--- config.mk ---
export PLATFORM = sky130hd
export DESIGN_NAME = controlador_acesso
export DESIGN_NICKNAME = d
export VERILOG_FILES = /design/src/rtl/controlador_acesso.sv
export SDC_FILE = /design/constraint.sdc
export NUM_CORES = 1
export LEC_CHECK = 0
export ABC_CLOCK_PERIOD_IN_PS = 3030
export BUFFER_PORTS_ARGS = -buffer_cell sky130_fd_sc_hd__buf_2
export CAP_MARGIN = 20
export CORE_ASPECT_RATIO = 1.4
export CORE_UTILIZATION = 30
export CTS_BUF_LIST = sky130_fd_sc_hd__clkbuf_4 sky130_fd_sc_hd__clkbuf_8 sky130_fd_sc_hd__clkbuf_16
export CTS_CLUSTER_SIZE = 28
export DETAILED_ROUTE_END_ITERATION = 10
export MAX_ROUTING_LAYER = met4
export PLACE_DENSITY = 0.49
export SYNTH_ARGS = -nofsm -noshare
export SYNTH_HDL_FRONTEND = slang
export SYNTH_SLANG_ARGS = --single-unit
export TNS_END_PERCENT = 1
--- constraint.sdc ---
create_clock -name clk -period 3.03 [get_ports clk]
set_input_delay 0 -clock clk [delete_from_list [all_inputs] [get_ports clk]]
set_output_delay 0 -clock clk [all_outputs]
set_load 0.05 [all_outputs]
--- src/rtl/controlador_acesso.sv ---
// Access sequencer: latches a user code and resource index, checks the
// decoder's permission vector, then issues a timed grant or a deny pulse.
// Repeated denials lead to a timed lockout.
// Ports: clk, reset_n (sync, active-low), req, user[2:0], resource[2:0],
//        perm[6:0] from decoder; user_out[2:0] to decoder, busy, grant,
//        deny, locked, fail_count[1:0].
module controlador_acesso #(
  parameter int GRANT_CYCLES = 8,
  parameter int LOCK_CYCLES  = 16,
  parameter int MAX_FAILS    = 3
) (
  input  logic       clk,
  input  logic       reset_n,
  input  logic       req,
  input  logic [2:0] user,
  input  logic [2:0] resource,
  input  logic [6:0] perm,
  output logic [2:0] user_out,
  output logic       busy,
  output logic       grant,
  output logic       deny,
  output logic       locked,
  output logic [1:0] fail_count
);

  typedef enum logic [2:0] {
    IDLE,
    LATCH,
    CHECK,
    GRANT,
    DENY,
    LOCK
  } state_t;

  localparam logic [7:0] GRANT_LD = 8'(GRANT_CYCLES);
  localparam logic [7:0] LOCK_LD  = 8'(LOCK_CYCLES);
  localparam logic [1:0] FAIL_MAX = 2'(MAX_FAILS);

  state_t     state;
  state_t     state_nx;
  logic [2:0] user_nx;
  logic [2:0] res_q;
  logic [2:0] res_nx;
  logic [7:0] timer;
  logic [7:0] timer_nx;
  logic [1:0] fails_nx;
  logic [7:0] perm_ext;
  logic       hit;

  // Index 7 lands on the padded zero, so an invalid resource never hits.
  assign perm_ext = {1'b0, perm};
  assign hit      = (res_q != 3'd7) && perm_ext[res_q];

  always_ff @(posedge clk) begin
    if (!reset_n) begin
      state      <= IDLE;
      user_out   <= 3'd0;
      res_q      <= 3'd0;
      timer      <= 8'd0;
      fail_count <= 2'd0;
    end else begin
      state      <= state_nx;
      user_out   <= user_nx;
      res_q      <= res_nx;
      timer      <= timer_nx;
      fail_count <= fails_nx;
    end
  end

  always_comb begin
    state_nx = state;
    user_nx  = user_out;
    res_nx   = res_q;
    timer_nx = timer;
    fails_nx = fail_count;
    unique case (state)
      IDLE: begin
        if (req) begin
          user_nx  = user;
          res_nx   = resource;
          state_nx = LATCH;
        end
      end
      LATCH: state_nx = CHECK;
      CHECK: begin
        if (hit) begin
          state_nx = GRANT;
          fails_nx = 2'd0;
          timer_nx = GRANT_LD;
        end else begin
          state_nx = DENY;
          if (fail_count < FAIL_MAX) begin
            fails_nx = fail_count + 2'd1;
          end
        end
      end
      GRANT: begin
        timer_nx = timer - 8'd1;
        if (timer <= 8'd1) begin
          state_nx = IDLE;
        end
      end
      DENY: begin
        if (fail_count >= FAIL_MAX) begin
          state_nx = LOCK;
          timer_nx = LOCK_LD;
        end else begin
          state_nx = IDLE;
        end
      end
      LOCK: begin
        timer_nx = timer - 8'd1;
        if (timer <= 8'd1) begin
          state_nx = IDLE;
          fails_nx = 2'd0;
        end
      end
      default: state_nx = IDLE;
    endcase
  end

  // Outputs decode straight from the state register: no combinational
  // path from inputs, and the three actions are exclusive by construction.
  assign busy   = (state != IDLE);
  assign grant  = (state == GRANT);
  assign deny   = (state == DENY);
  assign locked = (state == LOCK);

endmodule

# Word level (Yosys, flattened, before mapping)
# Index checks and enable logic that the tools add are counted.
# W data, S select, Z words.
dict set report word_totals {
  regBits 19
}
dict set report op_classes {
  addsub 2
  magnitude_cmp 4
  n_eq_ne 12
  n_mux 14
  n_reduce_logical 10
}
# cell n
set ops {}
lappend ops {{$pmux W8 S3} 1}
lappend ops {{$mux W8} 2}
lappend ops {{$pmux W3 S5} 1}
lappend ops {{$mux W3} 4}
lappend ops {{$le A8 B1 Y1 const B} 1}
lappend ops {{$sub A8 B1 Y8 const B} 1}
lappend ops {{$eq A3 B2 Y1 const B} 2}
lappend ops {{$eq A3 B3 Y1 const B} 2}
lappend ops {{$mux W2} 3}
lappend ops {{$ne A2 B1 Y1 const B} 3}
lappend ops {{$ne A3 B3 Y1 const B} 2}
lappend ops {{$reduce_and A3 Y1} 2}
lappend ops {{$reduce_bool A3 Y1} 2}
lappend ops {{$lt A3 B4 Y1 const B} 1}
lappend ops {{$ne A2 B2 Y1 const B} 2}
lappend ops {{$pmux W2 S2} 1}
lappend ops {{$reduce_and A2 Y1} 2}
lappend ops {{$bmux W1 S3} 1}
lappend ops {{$eq A3 B1 Y1 const B} 1}
lappend ops {{$logic_not A3 Y1} 1}
lappend ops {{$add A2 B1 Y2 const B} 1}
lappend ops {{$ge A2 B2 Y1 const B} 1}
lappend ops {{$lt A2 B2 Y1 const B} 1}
lappend ops {{$reduce_bool A2 Y1} 1}
lappend ops {{3 further kinds} 3}

# Logic depth before layout (Yosys ltp)
dict set report depth {
  ltp_word 5
  mapped_depth 6
  depth_no_buf 6
}

# Worst setup path before layout
# OpenSTA, ideal clock, no wires.
dict set report synth_timing {
  path_type {register to register}
  start {register state[2]}
  end {register state[2]}
  arrival_ns 2.221
  required_time_ns 2.972
  setup_slack_ns 0.751
  path_stages_with_launch 6
  n_path_buf 1
  synth_period_minus_slack_ns 2.279
  path_cell_list {dfxtp_1 > clkbuf_1 > nor3b_1 > nand2_1 > o21ai_1 > o21a_1}
}
dict set report synth_via {
  elab_cells_between_ends 11
}
# item line_no
set synth_rtl {}
lappend synth_rtl {{from (decl)} 39} ;# state_t state;
lappend synth_rtl {{from (signal assigned)} 62} ;# state <= state_nx;
lappend synth_rtl {{$eq A3 B3 Y1} --}
lappend synth_rtl {{via deny} 21} ;# output logic deny,
lappend synth_rtl {{$pmux W3 S5} 76} ;# unique case (state)
# The timed path passes the listed nets, and every way through them passes these cells.
# A chain may end at the register's enable or synchronous reset.

# Final worst setup path
dict set report layout_timing {
  start {register res_q[2]}
  end {register timer[5]}
}
dict set report layout_via {
  elab_chain_len 5
  elab_cells_between_ends 6
}
# item line_no
set layout_rtl {}
lappend layout_rtl {{from (decl)} 42} ;# logic [2:0] res_q;
lappend layout_rtl {{from (signal assigned)} 64} ;# res_q <= res_nx;
lappend layout_rtl {{$bmux W1 S3} 52} ;# assign hit = (res_q != 3'd7) && perm_ext[res_q];
lappend layout_rtl {{$mux W1 (implied by the code)} 52}
lappend layout_rtl {{$logic_and A1 B1 Y1 (*)} 52}
lappend layout_rtl {{$ne A2 B2 Y1 (no line) (*)} --}
lappend layout_rtl {{$reduce_and A3 Y1 (no line) (*)} --}
lappend layout_rtl {{to (signal assigned)} 65} ;# timer <= timer_nx;
lappend layout_rtl {{to (decl)} 44} ;# logic [7:0] timer;
# Every way passes the cells marked *; elsewhere a longest branch is shown, timed or not. The select of a mux whose other input is x is not followed.

==> impl_metrics.py <==
metrics = {
    "clocking": {
        "post_cts_resized": 0,
        "clock_insertion_delay_worst_skew_ns": 0.26,
        "cts_max_path_buffers": 2,
        "clk_transition_reported_paths_ns": 0.07,
        "total_clock_sinks": 19,
        "tritoncts_clock_tree": "built",
        "htree_levels": 1,
        "cts.root.buffer_cell": "clkbuf_8",
        "tritoncts.num_buffers": 3,
    },
    "logic_synthesis": {
        "synth_seq_area_share": 0.304,
        "synth-simple-area-share": 0.237,
        "main_combinational_cell_family_by_area_after_synthesis": "simple AND/OR/NAND/NOR gates",
        "synth_seq_cells": 19,
        "netlist_area_mm2": 0.00125,
        "synth_enable_flop_cells": 0,
        "yosysTopAreaCellShare": 0.304,
        "synth_cell_types": 51,
        "synth_cells": 139,
        "yosys.area_share.xor_xnor": 0.00701,
        "syn-mean-instance-area_um2": 8.99,
        "synthArstFlopShare": 0,
        "synth.top_cells.by_area": "dfxtp_1, mux2i_1, nor2b_1, mux2_4, mux4_2",
        "synthMuxAreaShare": 0.153,
        "share_of_the_synthesized_area_in_compound_gates_ao_oa_aoi_oai": 0.210,
        "post-synth-top-area-cell": "dfxtp_1",
        "synth-main-ff-cell": "dfxtp_1",
        "yosys_warnings": 0,
        "adder_cell_area_share_of_the_yosys_netlist": 0.0300,
        "synthesis.nets": 158,
    },
    "cells_and_area": {
        "most_common_library_cell_in_the_layout_ignoring_fill_and_taps": "buf_2",
        "ff_latch_area_um2": 380,
        "filler_cells_inserted": 422,
        "post_route_cells_drive_above_1_share": 0.244,
        "final_util": 0.366,
        "syn2layout_area_growth_pct": 15.8,
        "antenna-diode-count": 0,
        "finalNetCount": 180,
        "final_cells": 203,
        "combined_area_of_the_multi_input_logic_cells_um2": 797,
        "mostFrequentLayoutCells": "buf_2, dfxtp_1, nor2b_1, nand2_1, mux2i_1",
        "final_area_mm2": 0.00145,
    },
    "timing": {
        "fmaxAchievable_mhz": 494,
        "final_hold_viol_count": 0,
        "fin_crit_sh": 0.668,
        "max_slew.worst_pin.slew_ns": 0.651,
        "hold_ws_ns": 0.00959,
        "setup_viol": 0,
        "rsz0062_at_grt": "false",
        "max-slew-margin-rel": 0.566,
        "finalWorstSetupSlack_ns": 1.01,
        "tns_ns": 0,
        "tmin_final_ns": 2.02,
        "report.final.slew_viol_count": 0,
        "clock_skew_ns": 0.00308,
    },
    "critical_path": {
        "critical_path.max_stage_delay_ns": 0.57,
        "critical_path_cell_with_the_highest_stage_delay": "dfxtp_1",
        "top_fanout_value_on_the_critical_path": 9,
        "timing.critical_path.arrival_ns": 2.23,
        "critPathKind": "flip-flop to flip-flop",
        "critPathLaunchType": "flip-flop",
        "end_kind": "flip-flop",
        "timing.critical_path.required_ns": 3.23,
        "path_cells": "mux2_4 -> mux4_2 -> o21ai_4 -> o221a_1",
    },
    "power_and_ir_drop": {
        "power.total_mw": 0.969,
        "p_leak_nw": 0.604,
        "irDropWorstVdd_mv": 0.283,
        "powerDensity_mw_per_mm2": 670,
    },
    "global_routing": {
        "grt_pass1_wl_um": 5020,
        "grt_pass1_vias": 1113,
        "globalRoute.totalOverflow": 0,
        "grt_usage": 0.146,
        "grt_max_degree": 27,
        "grt_antenna_before_repair": 0,
    },
    "floorplan": {
        "std_cell_rows": 27,
        "fp.dieArea_mm2": 0.00443,
        "top_level_ports": 25,
        "die_w_um": 56.6,
        "initial_utilization": 0.316,
        "core_ar_mm2": 0.00395,
        "fp.dieH_um": 78.4,
    },
    "placed_design": {
        "post-dp-hpwl_um": 2150,
        "placement.io_buffers": 24,
        "dp_slack_ns": 1.01,
        "placedCellCount": 197,
        "placedInstanceArea_mm2": 0.00138,
        "gpl.final_weighted_congestion": 0.785,
    },
    "drt": {
        "detail-route-antenna-nets": 0,
        "dr.pass1.iters": 6,
        "initial_drc_count": 10,
        "drt-wirelength-per-cell_um": 13.9,
        "avgViaCountPerCell": 5.38,
        "vias": 1092,
        "drt_drc_violations_left": 0,
        "finalWirelength_um": 2830,
    },
    "flow_run": {
        "maxCapViolCount": 0,
    },
    "outcome": {
        "outcome": "finished clean",
    },
    "worst_hold_path": {
        "hp-class": "input port to flip-flop",
    },
}
-- per-layer routing --
| metal | GRT usage | up-vias | share of wire |
|---|---|---|---|
| li1 | - | 552 | - |
| met1 | 0.158 | 521 | 0.42 |
| met2 | 0.265 | 17 | 0.55 |
| met3 | 0.0214 | 2 | 0.026 |
| met4 | 0.0561 | 0 | 0.0064 |
| met5 | - | - | 0 |
-- synthesized netlist by cell type (all sizes together) (4+ instances only) --
master	n
o21ai	5
inv	8
clkbuf	4
dfxtp	19
nor3	5
nand3	5
mux2i	9
mux2	4
nand2	9
nor2	6
buf	5
nor2b	9
-- cells by family (layout without fill, tap and decap cells) --
kind of cell / after synthesis / in the layout
buffers and inverters: 17 / 38
adder cells (fa/ha/maj): 3 / 3
AO/OA/AOI/OAI: 32 / 32
flip-flops: 19 / 19
multiplexers: 15 / 15
AND/OR/NAND/NOR: 52 / 52
XOR/XNOR: 1 / 1
-- where the power goes --
part           switching, mW  internal, mW
logic                  0.256         0.172
registers             0.0739         0.290
clock network         0.0856        0.0914
total                  0.416         0.554
-- flip-flops by register name, indices dropped and copies added (netlist names) --
name,flops
fail_count,2
user_out,3
timer,8
state,3
res_q,3
-- repair_timing --
action / CTS / global route
hold endpoints to repair: 2 / 0
setup endpoints to repair: 0 / 0
setup buffers: 0 / 0
hold buffers: 2 / 0
-- cell type report --
class | instances | share of cell area
well taps | 43 | 0.0372
inverters | 8 | 0.0207
clock inverters | 1 | 0.00346
flip-flops and latches | 19 | 0.263
multi-input cells | 103 | 0.551
clock buffers | 3 | 0.0285
repair buffers | 26 | 0.0968
-- worst max-delay path, delay by kind of cell (launching register included) --
kind	cells	cell delay, ns
multiplexers	2	0.90
flip-flops	1	0.57
AO/OA/AOI/OAI	2	0.49
-- path summary, 6_finish.rpt --
| path | start | endpoint | slack (ns) | cells after the start |
|---|---|---|---|---|
| max reg2reg | res_q[2] | timer[5] | 1.01 | 4 |
| min reg2reg | user_out[0] | user_out[0] | 0.52 | 2 |
| max | res_q[2] | timer[5] | 1.01 | 4 |
| min | user[0] | user_out[0] | 0.01 | 3 |
Note: power is estimated with default switching activity, not from simulation.
